<file path="src/rtl/ndn_pkg.sv">
// Shared definitions for the NDN content store: default widths and the
// burst arbiter state encoding.
package ndn_pkg;

  localparam int NDN_ADDR_W = 10;
  localparam int NDN_BYTE_W = 10;
  localparam int NDN_DATA_W = 8;

  typedef enum logic [1:0] {
    ST_IDLE  = 2'd0,
    ST_WRITE = 2'd1,
    ST_READ  = 2'd2,
    ST_DRAIN = 2'd3
  } state_t;

  typedef enum logic {
    GNT_WRITE = 1'b0,
    GNT_READ  = 1'b1
  } grant_t;

endpackage

</file>
<file path="src/rtl/ndn_rr_arb2.sv">
// Two-requester round-robin picker. A tie goes to the port that did not win
// last time; the remembered winner only updates when en is high.
module ndn_rr_arb2
  import ndn_pkg::*;
(
  input  logic clk,
  input  logic rst,
  input  logic req_wr,
  input  logic req_rd,
  input  logic en,
  output logic grant_wr,
  output logic grant_rd
);

  grant_t last_grant;

  always_comb begin
    grant_wr = 1'b0;
    grant_rd = 1'b0;
    if (req_wr && req_rd) begin
      if (last_grant == GNT_READ) grant_wr = 1'b1;
      else                        grant_rd = 1'b1;
    end else if (req_wr) begin
      grant_wr = 1'b1;
    end else if (req_rd) begin
      grant_rd = 1'b1;
    end
  end

  // Reset to READ so the writer wins the first tie.
  always_ff @(posedge clk or negedge rst) begin
    if (!rst) begin
      last_grant <= GNT_READ;
    end else if (en && (grant_wr || grant_rd)) begin
      last_grant <= grant_rd ? GNT_READ : GNT_WRITE;
    end
  end

endmodule

</file>
<file path="src/rtl/ndn_ram_arbiter.sv">
// Shares the single-port content RAM between the PIT write path and the user
// read path: whole bursts, round-robin, one byte per cycle.
//
// Handshake: a requester raises *_req with addr/len stable and holds it until
// its *_done pulse. Addr and len are captured at grant, so later changes,
// and dropping req mid-burst, have no effect. wr_take marks the cycle in
// which wr_data is consumed; rd_valid marks a byte on rd_data.
module ndn_ram_arbiter
  import ndn_pkg::*;
#(
  parameter int ADDR_W  = NDN_ADDR_W,
  parameter int BYTE_W  = NDN_BYTE_W,
  parameter int DATA_W  = NDN_DATA_W,
  parameter int MAX_LEN = 64
) (
  input  logic              clk,
  input  logic              rst,
  input  logic              wr_req,
  input  logic [ADDR_W-1:0] wr_addr,
  input  logic [BYTE_W-1:0] wr_len,
  input  logic [DATA_W-1:0] wr_data,
  output logic              wr_take,
  output logic              wr_done,
  input  logic              rd_req,
  input  logic [ADDR_W-1:0] rd_addr,
  input  logic [BYTE_W-1:0] rd_len,
  output logic [DATA_W-1:0] rd_data,
  output logic              rd_valid,
  output logic              rd_done,
  output logic              busy,
  output logic [ADDR_W-1:0] ram_addr,
  output logic [BYTE_W-1:0] ram_byte,
  output logic              ram_we,
  output logic [DATA_W-1:0] ram_data,
  input  logic [DATA_W-1:0] ram_q,
  output logic [1:0]        dbg_state
);

  state_t            state, state_nxt;
  logic [ADDR_W-1:0] addr_q;
  logic [BYTE_W-1:0] len_q;
  logic [BYTE_W-1:0] cnt_q;
  logic              rd_valid_q;
  logic              grant_wr, grant_rd;
  logic              len_zero;
  logic              last_beat;

  function automatic logic [BYTE_W-1:0] clamp_len(input logic [BYTE_W-1:0] len);
    return (len > BYTE_W'(MAX_LEN)) ? BYTE_W'(MAX_LEN) : len;
  endfunction

  ndn_rr_arb2 u_arb (
    .clk      (clk),
    .rst      (rst),
    .req_wr   (wr_req),
    .req_rd   (rd_req),
    .en       (state == ST_IDLE),
    .grant_wr (grant_wr),
    .grant_rd (grant_rd)
  );

  assign len_zero  = (len_q == '0);
  assign last_beat = (cnt_q == len_q - BYTE_W'(1));

  always_ff @(posedge clk or negedge rst) begin
    if (!rst) begin
      state      <= ST_IDLE;
      addr_q     <= '0;
      len_q      <= '0;
      cnt_q      <= '0;
      rd_valid_q <= 1'b0;
    end else begin
      state      <= state_nxt;
      rd_valid_q <= (state == ST_READ) && !len_zero;
      if (state == ST_IDLE) begin
        cnt_q <= '0;
        if (grant_wr) begin
          addr_q <= wr_addr;
          len_q  <= clamp_len(wr_len);
        end else if (grant_rd) begin
          addr_q <= rd_addr;
          len_q  <= clamp_len(rd_len);
        end
      end else if ((state == ST_WRITE || state == ST_READ) && !len_zero) begin
        cnt_q <= cnt_q + BYTE_W'(1);
      end
    end
  end

  always_comb begin
    state_nxt = state;
    wr_take   = 1'b0;
    wr_done   = 1'b0;
    rd_done   = 1'b0;
    ram_we    = 1'b0;
    ram_addr  = '0;
    ram_byte  = '0;
    ram_data  = '0;
    unique case (state)
      ST_IDLE: begin
        if (grant_wr)      state_nxt = ST_WRITE;
        else if (grant_rd) state_nxt = ST_READ;
      end
      ST_WRITE: begin
        if (len_zero) begin
          wr_done   = 1'b1;
          state_nxt = ST_IDLE;
        end else begin
          ram_we   = 1'b1;
          ram_addr = addr_q;
          ram_byte = cnt_q;
          ram_data = wr_data;
          wr_take  = 1'b1;
          if (last_beat) begin
            wr_done   = 1'b1;
            state_nxt = ST_IDLE;
          end
        end
      end
      ST_READ: begin
        if (len_zero) begin
          rd_done   = 1'b1;
          state_nxt = ST_IDLE;
        end else begin
          ram_addr = addr_q;
          ram_byte = cnt_q;
          if (last_beat) state_nxt = ST_DRAIN;
        end
      end
      // Last read byte arrives here, one cycle behind its address.
      ST_DRAIN: begin
        rd_done   = 1'b1;
        state_nxt = ST_IDLE;
      end
      default: state_nxt = ST_IDLE;
    endcase
  end

  assign rd_valid  = rd_valid_q;
  assign rd_data   = rd_valid_q ? ram_q : '0;
  assign busy      = (state != ST_IDLE);
  assign dbg_state = state;

endmodule

</file>
<file path="config.mk">
export PLATFORM = sky130hd
export DESIGN_NAME = ndn_ram_arbiter
export DESIGN_NICKNAME = d
export VERILOG_FILES = /design/src/rtl/ndn_pkg.sv /design/src/rtl/ndn_rr_arb2.sv /design/src/rtl/ndn_ram_arbiter.sv
export SDC_FILE = /design/constraint.sdc
export NUM_CORES = 1
export LEC_CHECK = 0
export CORE_MARGIN = 4
export CORE_UTILIZATION = 38
export DETAILED_ROUTE_END_ITERATION = 16
export PLACE_DENSITY = 0.77
export SETUP_SLACK_MARGIN = 0.3
export SYNTH_ARGS = -nofsm -noshare
export SYNTH_HDL_FRONTEND = slang
export SYNTH_SLANG_ARGS = --single-unit
</file>
<file path="constraint.sdc">
create_clock -name clk -period 2.7 [get_ports clk]
set_input_delay 0.81 -clock clk [delete_from_list [all_inputs] [get_ports clk]]
set_output_delay 0.81 -clock clk [all_outputs]
set_load 0.05 [all_outputs]
</file>
# Word level (Yosys, flattened, before mapping)
# Cells that the tools add are included.
word_totals:
  input_bits: 60
  word_cells: 69
  output_inout_bits: 44
  ff_bits: 34
classes:
  n_mux: 37
  n_eq_ne: 7
  n_lt_le_gt_ge: 2
  reduce_logical: 15
  addsub: 2
ops:
  columns: ["op", "count"]
  rows:
  - ["two-way mux 10 bit", 12]
  - ["two-way mux 8 bit", 3]
  - ["> comparator 10 x 7 -> 1 bit (second input constant)", 2]
  - ["two-way mux 1 bit", 14]
  - ["two-way mux 2 bit", 6]
  - ["adder 10 x 1 -> 10 bit (second input constant)", 1]
  - ["equality test 10 bit", 1]
  - ["zero test 10 bit", 1]
  - ["subtractor 10 x 1 -> 10 bit (second input constant)", 1]
  - ["inequality test 3 bit (second input constant)", 3]
  - ["case mux 2 bit (4 select lines)", 1]
  - ["nonzero test 2 bit", 3]
  - ["equality test 2 bit (second input constant)", 2]
  - ["logical AND 1 bit", 4]
  - ["AND reduction 3 bit", 1]
  - ["equality test 2 x 1 -> 1 bit (second input constant)", 1]
  - ["zero test 2 bit", 1]
  - ["logical OR 1 bit", 2]
  - ["case mux 1 bit (2 select lines)", 1]
  - ["AND reduction 2 bit", 1]
  - ["OR reduction 2 bit", 1]
  - ["zero test 1 bit", 1]

# Longest topological paths before layout
# Gate-level depths: netlist of run 1.
logic_depth:
  ltp_word: 6
  ltp_mapped: 10
  ltp_nobuf: 9

# Cells and area by module
# From an unflattened synthesis of run 1, not the netlist that was laid out.
hier_totals:
  hier_cells: 269
  area_unflattened_um2: 2347.3
by_module_without_submodules:
  columns: ["mod", "area_each_um2", "seq_area_each_um2", "cells_per_inst", "instances"]
  rows:
  - ["ndn_ram_arbiter", 2290.9, 825.8, 263, 1]
  - ["ndn_rr_arb2", 56.3, 26.3, 6, 1]

# Least setup slack after synthesis of run 1
# Ideal clock, no wire load.
synth_path:
  path_kind: "register to output"
  from: "register len_q[0]"
  to: "output wr_done"
  t_arrival_ns: 2.072
  t_required_ns: 1.890
  path_stages_with_launch: 10
  slack_ns: -0.182
  path_buffers: 1
  path_cell_list: "dfrtp_1 > inv_1 > ha_1 > buf_2 > xnor3_1 > nand3_1 > a211oi_1 > nor3_1 > o31ai_2 > and2_2"
synth_via:
  elab_chain_cells: 5
  elab_cells_between_ends: 6
  classes_between: "add/sub: 1; eq/ne: 1; mux: 3; reduce/logical: 1"
synth_rtl:
  columns: ["item", "line", "rtl"]
  rows:
  - ["start: declaration", "ndn_ram_arbiter.sv:41", "logic [BYTE_W-1:0] len_q;"]
  - ["start signal: assignment", "ndn_ram_arbiter.sv:79", "len_q <= clamp_len(wr_len);"]
  - ["start signal: assignment", "ndn_ram_arbiter.sv:82", "len_q <= clamp_len(rd_len);"]
  - ["subtractor 10 x 1 -> 10 bit", "ndn_ram_arbiter.sv:63", "assign last_beat = (cnt_q == len_q - BYTE_W'(1));"]
  - ["equality test 10 bit", "ndn_ram_arbiter.sv:63", null]
  - ["two-way mux 1 bit", "ndn_ram_arbiter.sv:114", "if (last_beat) begin"]
  - ["two-way mux 1 bit *", "ndn_ram_arbiter.sv:105", "if (len_zero) begin"]
  - ["two-way mux 1 bit *", "ndn_ram_arbiter.sv:99", "unique case (state)"]
  - ["end: declaration", "ndn_ram_arbiter.sv:23", "output logic wr_done,"]
# Mark *: on every way between the ends. The rest lies on a longest branch, timed or not.

# Worst setup path after layout of run 1
# Same ends and word-level chain as after synthesis.

==> results of run 1 <==
-- power groups by stage --
stage                     sequential [mW]  combinational, mW  clock [mW]
after floorplan                     0.895               1.86           0
after global placement              0.830               2.77           0
after detailed placement            0.841               2.82           0
after CTS                           0.832               3.03       0.399
after global routing                0.870               3.50       0.429
final                               0.843               3.30       0.391
-- kinds of logic (layout without fill, tap and decap cells) --
| family | after synthesis | in the layout | synth area share [%] |
|---|---|---|---|
| AO/OA/AOI/OAI | 46 | 46 | 13.4 |
| XOR/XNOR | 19 | 19 | 7.63 |
| adder cells (fa/ha/maj) | 8 | 8 | 4.24 |
| buffers and inverters | 21 | 158 | 3.87 |
| flip-flops | 34 | 34 | 36.1 |
| multiplexers | 13 | 13 | 5.72 |
| AND/OR/NAND/NOR | 120 | 120 | 29.1 |
-- worst register-to-register path, delay by kind of cell (launching register included) --
family          cells  cell delay (ps)
flops               1              400
buf+inv             5              660
compound gates      3              290
simple gates        3              640
mux                 1              320
-- state kept, by name, summed over array words and instances, names as in the netlist --
| signal | cells |
|---|---|
| u_arb.last_grant | 1 |
| addr_q | 10 |
| dbg_state | 2 |
| rd_valid | 1 |
| cnt_q | 10 |
| len_q | 10 |
-- final cells by class --
class                           count  area, µm²  area share (%)
Clock buffer                        7       86.3            2.05
Tap cell                           75       93.8            2.23
Clock inverter                      1       5.00           0.119
Multi-Input combinational cell    206       1640            39.0
Sequential cell                    34        857            20.3
Timing Repair Buffer              143       1500            35.6
Inverter                            7       28.8           0.683
-- metal layers --
metal	routed length [µm]	track usage, %	vias up	part of all wire [%]
met5	0	0	-	0
met4	127	3.97	0	1.7
met3	637	5.61	10	8.5
met2	3750	33.5	111	50
met1	3000	22.5	1187	40
li1	-	-	1208	-
-- path summary, 6_finish.rpt --
| kind | end | slack [ps] | depth (start not counted) |
|---|---|---|---|
| max | wr_done | -390 | 8 |
| min | addr_q[9] | 480 | 2 |
| max reg2reg | dbg_state[0] | 300 | 12 |
| min reg2reg | addr_q[9] | 480 | 2 |
| max in group asynchronous | len_q[6] | 1570 | 1 |
| min in group asynchronous | cnt_q[4] | 580 | 1 |
-- cell usage in the layout (no fill, tap or decap), types with 9 or more instances in the layout --
cell type        count
buf_12              10
clkdlybuf4s50_1     60
xor2_1               9
and3_4              13
buf_6               39
buf_4               32
o21ai_0             16
nor2_1              15
nand2_1             22
and3_2              11
dfrtp_1             29
mux2i_1             12
-- timing repair --
| item | in CTS | in global routing |
|---|---|---|
| hold buffers | 0 | 0 |
| setup buffers | 10 | 8 |
| setup endpoints to repair | 32 | 43 |
| resized for setup | 42 | 26 |
| pin swaps | 7 | 7 |
==> results.py, run 1 <==
metrics = {
    "synth": {
        "ys_types": 51,
        "yosys_register_bits": 34,
        "ys_async_sr_fraction_pct": 100,
        "ys_warn_count": 0,
        "synthTopCellsByCount": "dfrtp_1, and3_1, nand2_1, o21ai_0, nor2_1",
        "synth-main-ff-cell": "dfrtp_1",
        "synth_most_common_cell": "dfrtp_1",
        "synth_area_leaders": "dfrtp_1, and3_1, mux2i_1",
        "yosys.area.top_type": "dfrtp_1",
        "netlist_area_um2": 2360,
        "synth_edf_count": 0,
        "synth_top_area_share_pct": 35.0,
        "ys_seq_area_share_pct": 36.1,
        "synth.net_count": 329,
        "syn_avg_cell_area_um2": 9.05,
        "syn_inst": 261,
    },
    "pwr": {
        "combPwrFrac_pct": 72.8,
        "power_mw": 4.53,
        "leakage_nw": 1.92,
        "p_sw_mw": 2.18,
        "p_clk_share_pct": 8.6,
        "switching_share_pct": 48.0,
        "p_int_mw": 2.35,
        "seq_power_share_pct": 18.6,
        "vdd_drop_max_uv": 682,
        "powerDensity_nw_per_um2": 1080,
    },
    "setup_path": {
        "critPathSlowestCell": "dfrtp_2",
        "worstSetupPathType": "flip-flop to output port",
        "path_buf_inv": 2,
        "end_kind": "output port",
        "critPathTopFamily": "simple AND/OR/NAND/NOR gates",
        "reg2reg_from": "len_q[4]",
        "crit_arrival_ps": 2280,
        "critPathLaunchType": "flip-flop",
        "cp_max_fo": 4,
        "worstPathCellList": "buf_4, nor2_2, nand3b_1, a211oi_2, nor3_2, o31ai_2, and2_4, buf_12",
        "crit_path_start": "len_q[0]",
        "cp_slowest_stage_delay_ps": 440,
        "worst_ep_required_time_ps": 1890,
    },
    "layout": {
        "finalInstanceArea_um2": 4210,
        "final_nets": 465,
        "final-instance-count-excl-fill": 473,
        "layout-drive-gt1-share_pct": 37.7,
        "utilization_pct": 70.3,
        "fillers": 452,
        "syn2layout_area_growth_pct": 78.4,
        "diodes": 0,
    },
    "die": {
        "pin_count": 104,
        "initial_core_util_pct": 39.4,
        "fp.dieArea_um2": 7540,
        "rows": 28,
        "core_area_um2": 5990,
        "die_h_um": 86.8,
        "die_x_um": 86.8,
    },
    "sta": {
        "max_freq_ghz": 0.324,
        "clock_skew_ps": 10.1,
        "finalHoldViolCount": 0,
        "max_slew_margin_pct": 50.0,
        "setup_viol": 32,
        "setup_tns_ps": -6720,
        "timing.hold.ws_ps": 480,
        "finalCriticalPeriod_ps": 3090,
        "period_share_pct": 114,
        "final_max_slew_viol_count": 0,
        "rsz0062_at_grt": "true",
        "worstMarginPinSlew_ps": 749,
        "worst_slack_ps": -387,
    },
    "outcome": {
        "status": "finished with violations",
        "violations": "setup timing",
    },
    "clock_tree": {
        "path_clk_slew_ps": 70,
        "cts_tree": "built",
        "htree_num_levels": 2,
        "clock_sinks": 34,
        "worstSkewPairLatency_ps": 280,
        "root_buffer": "clkbuf_8",
        "clk_path_buf_depth": 2,
        "cts_buffers": 5,
    },
    "placed_design": {
        "dp.cells": 447,
        "placed_area_um2": 3710,
        "port_buffers": 103,
        "place_congestion": 0.823,
        "dp_slack_ps": 43.9,
        "dp_hpwl_mm": 5.47,
    },
    "global_route": {
        "grt_pass1_wl_mm": 11.5,
        "antenna_found_initial": 0,
        "grt_max_degree": 35,
        "gr-total-overflow": 0,
        "grtUsageTotal_pct": 18.9,
        "grt_pass1_vias": 2479,
    },
    "detailed_routing": {
        "final_antenna_net_count": 0,
        "drt_iter0_markers": 96,
        "drtPass1Iterations": 5,
        "wl_per_cell_um": 15.9,
        "drc": 0,
        "totalWireLength_mm": 7.51,
        "vias_per_cell": 5.32,
        "via_count": 2516,
    },
    "job": {
        "maxCapViolations": 0,
    },
    "min_path": {
        "worstHoldStart": "addr_q[9]",
        "hp-class": "flip-flop to flip-flop",
    },
}
No activity file was read; power rests on OpenSTA's default activity.
==> inputs of run 2 (changes only) <==
Settings changed: CORE_UTILIZATION 38 to 39, CTS_BUF_LIST from default to sky130_fd_sc_hd__clkbuf_8, PLACE_DENSITY 0.77 to 0.78.
==> run 2 against run 1 <==
- the run still ends with setup timing left
- final area decreased by 2.2%
- worst setup slack gained 110 ps
- core utilization is 0.32 points lower
- global-route usage rose by 0.97 points
- via count shrank 3.7%
- clock skew fell by 3.5 ps
- clock power shrank 7.7%
- non-clock buffer count is 12 lower
==> results.py, run 2 (synthesis results as in run 1) <==
metrics = {
    "pwr": {
        "combPwrFrac_pct": 72.3,
        "switching_share_pct": 48.1,
        "p_clk_share_pct": 8.3,
        "seq_power_share_pct": 19.4,
        "vdd_drop_max_uv": 737,
        "p_int_mw": 2.26,
        "leakage_nw": 1.85,
        "p_sw_mw": 2.09,
        "powerDensity_nw_per_um2": 1060,
    },
    "clock_tree": {
        "worstSkewPairLatency_ps": 290,
        "path_clk_slew_ps": 70,
        "root_buffer": "clkbuf_8",
        "htree_num_levels": 2,
        "cts_tree": "built",
        "clock_sinks": 34,
        "cts_buffers": 5,
        "ctsHoldBuffers": 0,
        "clk_path_buf_depth": 2,
    },
    "sta": {
        "setup_viol": 32,
        "worstMarginPinSlew_ps": 506,
        "max_slew_margin_pct": 66.2,
        "rsz0062_at_grt": "true",
        "clock_skew_ps": 6.66,
        "finalCriticalPeriod_ps": 2980,
        "max_freq_ghz": 0.336,
        "worst_slack_ps": -278,
        "final_max_slew_viol_count": 0,
        "period_share_pct": 110,
        "finalHoldViolCount": 0,
        "setup_tns_ps": -4170,
    },
    "layout": {
        "reg_top3": "addr_q: 10 flops, cnt_q: 10 flops, len_q: 10 flops",
        "syn2layout_area_growth_pct": 74.5,
        "layout_commonest_cell": "clkdlybuf4s50_1",
        "utilization_pct": 70.0,
        "diodes": 0,
        "final_nets": 453,
        "layout-drive-gt1-share_pct": 34.5,
        "layout_common_cells": "clkdlybuf4s50_1, dfrtp_1, buf_4",
    },
    "min_path": {
        "hp-class": "flip-flop to flip-flop",
    },
    "setup_path": {
        "worst_ep_required_time_ps": 1890,
        "crit_arrival_ps": 2170,
        "cp_max_fo": 8,
        "end_kind": "output port",
        "worstSetupPathType": "flip-flop to output port",
        "critPathLaunchType": "flip-flop",
    },
    "placed_design": {
        "port_buffers": 103,
        "place_congestion": 0.813,
        "dp_hpwl_mm": 5.60,
    },
    "global_route": {
        "antenna_found_initial": 0,
        "grtUsageTotal_pct": 19.9,
        "grt_pass1_wl_mm": 11.6,
        "gr-total-overflow": 0,
        "grt_max_degree": 35,
        "grt_pass1_vias": 2462,
    },
    "detailed_routing": {
        "wl_per_cell_um": 15.7,
        "final_antenna_net_count": 0,
        "via_count": 2422,
        "drtPass1Iterations": 4,
        "drt_iter0_markers": 72,
        "totalWireLength_mm": 7.24,
        "vias_per_cell": 5.25,
        "drc": 0,
    },
    "die": {
        "pin_count": 104,
        "rows": 28,
        "core_area_um2": 5890,
        "die_h_um": 85.8,
        "initial_core_util_pct": 40.1,
        "die_x_um": 85.8,
        "fp.dieArea_um2": 7360,
    },
    "job": {
        "maxCapViolations": 0,
    },
    "outcome": {
        "violations": "setup timing",
        "status": "finished with violations",
    },
}
run 2: timing repair:
item	in CTS	in global routing
gates cloned	2	0
gates resized for setup	53	16
pin swaps	13	3
buffers inserted	6	1
endpoints found under the setup margin	32	47
run 2: metrics by stage:
step           std cells  setup slack (ps)  hold slack, ps  total power [mW]  cell area, µm²
4_1_cts              460              -263             488              4.30            4060
6_report             461              -278             486              4.36            4120
5_1_grt              461              -438             512              4.61            4120
2_1_floorplan        261              46.9             451              2.75            2480
3_3_place_gp         444              28.8             463              3.62            3720
3_5_place_dp         444              6.20             471              3.67            3720
run 2: area by class of cell:
class	instances	area [µm²]
inverters	7	28.8
fillers	474	1770
well taps	75	93.8
clock buffers	5	68.8
repair buffers	131	1440
flip-flops and latches	34	856
clock inverters	3	13.8
multi-input cells	206	1620
run 2: path summary, 6_finish.rpt:
check / startpoint / endpoint / slack [ps] / cells past startpoint
max: len_q[0] / wr_done / -280 / 9
min: addr_q[9] / addr_q[9] / 490 / 2
max reg2reg: len_q[3] / dbg_state[0] / 370 / 9
min reg2reg: addr_q[9] / addr_q[9] / 490 / 2
max in group asynchronous: rst / len_q[0] / 1410 / 2
min in group asynchronous: rst / cnt_q[4] / 950 / 2
run 2: critical path, stage by stage, from the launching register on:
cell	delay [ps]
dfrtp_2	440
inv_4	60
ha_4	180
xnor3_1	210
nand3_1	90
a211oi_2	200
nor3_1	90
o31ai_2	290
and2_4	200
buf_12	130
run 2: per-layer routing:
| metal | routed length (µm) | vias up | share of wire, % | GRT usage, % |
|---|---|---|---|---|
| li1 | - | 1186 | - | - |
| met1 | 2960 | 1115 | 41 | 23.8 |
| met2 | 3560 | 111 | 49 | 34.7 |
| met3 | 613 | 10 | 8.5 | 5.19 |
| met4 | 108 | 0 | 1.5 | 6.47 |
| met5 | 0 | - | 0 | 0 |
run 2: power by group through the flow:
stage / Clock [mW] / Sequential (mW) / Combinational, mW
final: 0.361 / 0.846 / 3.15
after detailed placement: 0 / 0.852 / 2.82
after CTS: 0.370 / 0.838 / 3.10
after global routing: 0.391 / 0.868 / 3.35
after floorplan: 0 / 0.895 / 1.86
after global placement: 0 / 0.844 / 2.77
==> inputs of run 3 (changes only) <==
Settings changed: SETUP_SLACK_MARGIN 0.3 to 0.5, TNS_END_PERCENT from default to 20.
==> run 3 against run 2 <==
- clock skew is 5.6 ps higher
- maximum frequency down 2.1%
- core utilization grew 2.0 points
- non-clock buffer count increased by 2
- largest cell class unchanged
- the run still ends with setup timing left
- worst setup slack worse by 64 ps
==> results.py, run 3 (synthesis results as in run 1) <==
metrics = {
    "outcome": {
        "status": "finished with violations",
        "violations": "setup timing",
    },
    "detailed_routing": {
        "final_antenna_net_count": 0,
        "drtPass1Iterations": 4,
        "vias_per_cell": 5.31,
        "drc": 0,
        "dr_wl_met3_um": 717,
        "wl_met2_mm": 3.62,
        "highest_layer": "met4",
        "wl_per_cell_um": 16.3,
        "wl_met1_mm": 3.11,
        "drt_iter0_markers": 104,
        "totalWireLength_mm": 7.55,
        "via_count": 2458,
    },
    "sta": {
        "max_freq_ghz": 0.329,
        "worstMarginPinSlew_ps": 510,
        "clock_skew_ps": 12.2,
        "setup_viol": 31,
        "rsz0062_at_grt": "true",
        "worst_slack_ps": -342,
        "final_max_slew_viol_count": 0,
        "finalCriticalPeriod_ps": 3040,
        "period_share_pct": 113,
        "max_slew_margin_pct": 66.1,
        "finalHoldViolCount": 0,
    },
    "clock_tree": {
        "root_buffer": "clkbuf_8",
        "clk_path_buf_depth": 2,
        "worstSkewPairLatency_ps": 300,
        "ctsHoldBuffers": 0,
        "htree_num_levels": 2,
        "cts_tree": "built",
        "path_clk_slew_ps": 80,
        "cts_buffers": 5,
        "clock_sinks": 34,
    },
    "pwr": {
        "vdd_drop_max_uv": 707,
        "switching_share_pct": 46.6,
        "power_mw": 4.67,
        "combPwrFrac_pct": 69.6,
        "powerDensity_nw_per_um2": 1100,
        "p_sw_mw": 2.18,
        "leakage_nw": 1.97,
        "p_int_mw": 2.49,
        "seq_power_share_pct": 18.0,
        "p_clk_share_pct": 12.3,
    },
    "setup_path": {
        "worstSetupPathType": "flip-flop to output port",
        "reg2reg_to": "cnt_q[9]",
        "cp_max_fo": 8,
        "cp_slowest_stage_delay_ps": 420,
        "critPathTopFamily": "compound AO/OA/AOI/OAI gates",
        "worst_ep_required_time_ps": 1890,
        "path_buf_inv": 2,
        "cp.depth": 9,
        "reg2reg_from": "len_q[0]",
        "critPathSlowestCell": "dfrtp_1",
        "crit_arrival_ps": 2230,
        "end_kind": "output port",
        "rr_worst_depth": 11,
        "worstPathCellList": "inv_2, ha_4, xnor3_1, nand3_1, a211oi_2, nor3_1, o31ai_2, and2_4, buf_12",
        "critPathLaunchType": "flip-flop",
        "r2r_slack_ps": 330,
    },
    "die": {
        "pin_count": 104,
        "rows": 28,
        "die_x_um": 85.8,
        "fp.dieArea_um2": 7360,
        "die_h_um": 85.8,
        "core_area_um2": 5890,
        "initial_core_util_pct": 40.1,
    },
    "min_path": {
        "holdPathEnd": "addr_q[5]",
        "hp-class": "flip-flop to flip-flop",
        "whs_path_depth": 2,
        "worstHoldStart": "addr_q[5]",
    },
    "placed_design": {
        "port_buffers": 103,
        "place_congestion": 0.895,
        "dp_hpwl_mm": 5.32,
        "placed_area_um2": 3700,
        "dp.cells": 446,
    },
    "layout": {
        "diodes": 0,
        "layout_common_cells": "clkdlybuf4s50_1, dfrtp_1, buf_6",
        "final_nets": 455,
        "final-instance-count-excl-fill": 463,
        "layout_commonest_cell": "clkdlybuf4s50_1",
        "finalInstanceArea_um2": 4240,
        "reg_top3": "addr_q: 10 flops, cnt_q: 10 flops, len_q: 10 flops",
        "layout-drive-gt1-share_pct": 36.9,
        "syn2layout_area_growth_pct": 79.6,
        "fillers": 447,
    },
    "global_route": {
        "grt_pass1_wl_mm": 11.7,
        "antenna_found_initial": 0,
        "gr-total-overflow": 0,
        "grt_pass1_vias": 2430,
        "grt_max_degree": 35,
        "grtUsageTotal_pct": 19.8,
    },
    "job": {
        "maxCapViolations": 0,
    },
}
[run 3: cell count changes in the layout (fill, tap and decap cells not counted), moves of 3 or more]
cell / delta
clkdlybuf4s50_1: -16
buf_8: -8
inv_1: -3
inv_2: +3
buf_6: +9
and3_4: -10
dlygate4sd2_1: +13
and3_1: +9
[run 3: timing repair]
| action | in CTS | in global routing |
|---|---|---|
| endpoints found under the setup margin | 52 | 44 |
| buffers inserted | 2 | 4 |
| resized for setup | 41 | 52 |
| pin swaps | 7 | 11 |
| gates cloned | 2 | 1 |
| endpoints found under the hold margin | 0 | 0 |
[run 3: power by group through the flow]
stage                     sequential (mW)  clock [mW]  combinational, mW
final                               0.842       0.576               3.25
after global routing                0.868       0.606               3.45
after CTS                           0.838       0.580               3.01
after detailed placement            0.842           0               2.82
after global placement              0.831           0               2.78
after floorplan                     0.895           0               1.89
[run 3: through the flow]
step / util [%] / hold slack [ps] / setup slack [ps] / setup TNS [ps]
2_1_floorplan: - / 442 / 46.9 / 0
3_3_place_gp: 62.9 / 455 / 46.5 / 0
3_5_place_dp: 62.9 / 472 / -0.755 / -0.755
4_1_cts: 68.1 / 489 / -299 / -5670
5_1_grt: 72.0 / 516 / -453 / -8160
6_report: 72.0 / 482 / -342 / -5140
[run 3: metal layers]
metal,global-route usage [%],vias to the layer above
met5,0,-
met4,5.18,0
met3,5.28,9
met2,34.3,124
met1,24.4,1141
li1,-,1184
[run 3: worst max path at each step]
stage / startpoint / endpoint / slack [ps]
6_report: len_q[1] / wr_done / -340
5_1_grt: len_q[1] / wr_done / -450
4_1_cts: len_q[1] / wr_done / -300
3_5_place_dp: len_q[0] / wr_done / -0.8
3_3_place_gp: len_q[0] / wr_done / 50
2_1_floorplan: len_q[1] / wr_done / 50
[run 3: area by class of cell]
cell class / instances / area [µm²] / share of cell area (%)
Clock buffer: 5 / 68.8 / 1.62
Sequential cell: 34 / 857 / 20.2
Timing Repair Buffer: 133 / 1460 / 34.3
Multi-Input combinational cell: 206 / 1670 / 39.4
Clock inverter: 3 / 68.8 / 1.62
Tap cell: 75 / 93.8 / 2.21
Inverter: 7 / 26.3 / 0.620
[run 3: tightest hold or removal path, stage by stage, from the launching register on]
cell and delay [ps]:
dfrtp_1 350, nand2_1 40, o21ai_0 60
==> edit: new RTL, settings of run 1 <==
Change the package constant `NDN_DATA_W` from 8 to 7.
--- a/src/rtl/ndn_pkg.sv
+++ b/src/rtl/ndn_pkg.sv
@@ -4,7 +4,7 @@
 
   localparam int NDN_ADDR_W = 10;
   localparam int NDN_BYTE_W = 10;
-  localparam int NDN_DATA_W = 8;
+  localparam int NDN_DATA_W = 7;
 
   typedef enum logic [1:0] {
     ST_IDLE  = 2'd0,
Interface: changed (resized ram_data, ram_q, rd_data and wr_data); port bits go from 104 to 100. No check against the original RTL was run, so the function may have changed too.
==> edit against run 1 <==
The run still ends with negative setup slack left; power increased by 15%; clock power decreased by 5.4%; global-route usage increased by 1.8 points; via count increased by 4.0%; register-to-register slack got worse by 0.50 ns; die area increased by 1.0%; worst setup slack improved by 0.18 ns; cell area increased by 8.5%; fmax increased by 6.1%; synthesized area increased by 1.1%; sequential share of layout area decreased by 1.6 points; sequential cell count unchanged; final cell count increased by 0.85%; routed wire length increased by 12%.
==> edit: results (changes against run 1) <==
Placed design
  • Hpwl dp: 5290 um (was 5470 um)
  • Post-DP Area: 0.00396 sq mm (was 0.00371 sq mm)
  • GP Congestion: 0.860 (was 0.823)

Global route
  • Met3 GRT Util: 5.87% (was 5.61%)
  • Vias in the first global route: 2688 (was 2479)
  • Met1 Use GR: 23.6% (was 22.5%)

Synth
  • Synth area leaders: dfrtp_1 (35%), and2_1 (8.1%), mux2i_1 (5.5%) (was dfrtp_1 (35%), and3_1 (8.5%), mux2i_1 (5.1%))
  • Post-synth top cells: dfrtp_1 (33), and2_1 (31), nand2_1 (23) (was dfrtp_1 (33), and3_1 (32), nand2_1 (22))
  • Mean area per synthesized cell: 9.04 sq um (was 9.05 sq um)

Finish
  • Nets@finish: 468 (was 465)
  • Finished Layout Cells: 477 (was 473)
  • Layout cells sized above 1: 39.1% (was 37.7%)

Pwr
  • Maximum VDD drop: 0.802 mV (was 0.682 mV)

Timing
  • Worst Clk Skew: 0.0175 ns (was 0.0101 ns)
  • PnR worst setup slack: -0.210 ns (was -0.387 ns)
  • Endpoints failing setup: 33 (was 32)
  • Worst slew pin tran: 0.638 ns (was 0.749 ns)
  • WHS: 0.481 ns (was 0.480 ns)

Route
  • DRC violation total after the first TritonRoute iteration: 151 (was 96)
  • Drt pass-1 iters: 4 (was 5)
  • Via count: 2616 (was 2516)

Critical path
  • CP Max Fanout: 8 (was 4)
  • Worst reg-to-reg path cell count: 18 (was 12)
  • R2R setup slack: -0.20 ns (was 0.30 ns)

Outcome
  • Outcome: finished with violations (unchanged)
  • Failing checks: negative setup slack (unchanged)

Hold path
  • Worst hold start: addr_q[3] (was addr_q[9])
edit: cell count changes after synthesis, sizes merged, moves of 3 or more:
cell	change
and2	+17
clkbuf	-3
and3	-21
xnor2	+5
edit: what timing repair did:
item / CTS / global route
cloned: 1 / 2
gates resized for setup: 31 / 29
pin swaps: 20 / 13
setup buffers: 22 / 6
endpoints found under the setup margin: 31 / 40
edit: final cells by class:
| class | count | area [sq um] |
|---|---|---|
| repair buffers | 142 | 1810 |
| well taps | 75 | 93.8 |
| inverters | 9 | 33.8 |
| fillers | 384 | 1460 |
| clock buffers | 5 | 68.8 |
| clock inverters | 2 | 10.0 |
| flip-flops and latches | 34 | 857 |
| multi-input cells | 210 | 1700 |
edit: how the worst max path moves through the flow:
stage	to	cells past startpoint
after global placement	wr_done	7
after detailed placement	wr_done	7
after global routing	wr_done	8
final	ram_byte[0]	8
after CTS	wr_done	8
after floorplan	wr_done	6
edit: routing by layer:
metal | vias to the layer above | share of wire (%)
met5 | - | 0
met4 | 0 | 2.4
met3 | 20 | 7.8
met2 | 141 | 51
met1 | 1244 | 39
li1 | 1211 | -
edit: logic make-up (layout without fill, tap and decap cells):
group           count (synthesis)  after routing  share of synthesized area (%)
simple gates                  118            118                           28.7
fa+ha+maj                       8              8                           4.19
mux                            14             14                           5.92
compound gates                 48             48                           13.4
flops                          34             34                           35.7
xor+xnor                       22             22                           8.39
buf+inv                        20            158                           3.72
edit: worst max-delay path, stage by stage, from the launching register on:
cell	delay [ns]
dfrtp_2	0.45
nor4_4	0.29
buf_6	0.17
buf_4	0.12
buf_6	0.11
a31oi_4	0.15
clkbuf_16	0.22
and2_4	0.16
buf_12	0.14
edit: power breakdown:
group          internal (mW)  switching (mW)
Combinational           2.01            2.04
Sequential             0.663           0.137
Clock                  0.173           0.196
Total                   2.85            2.38
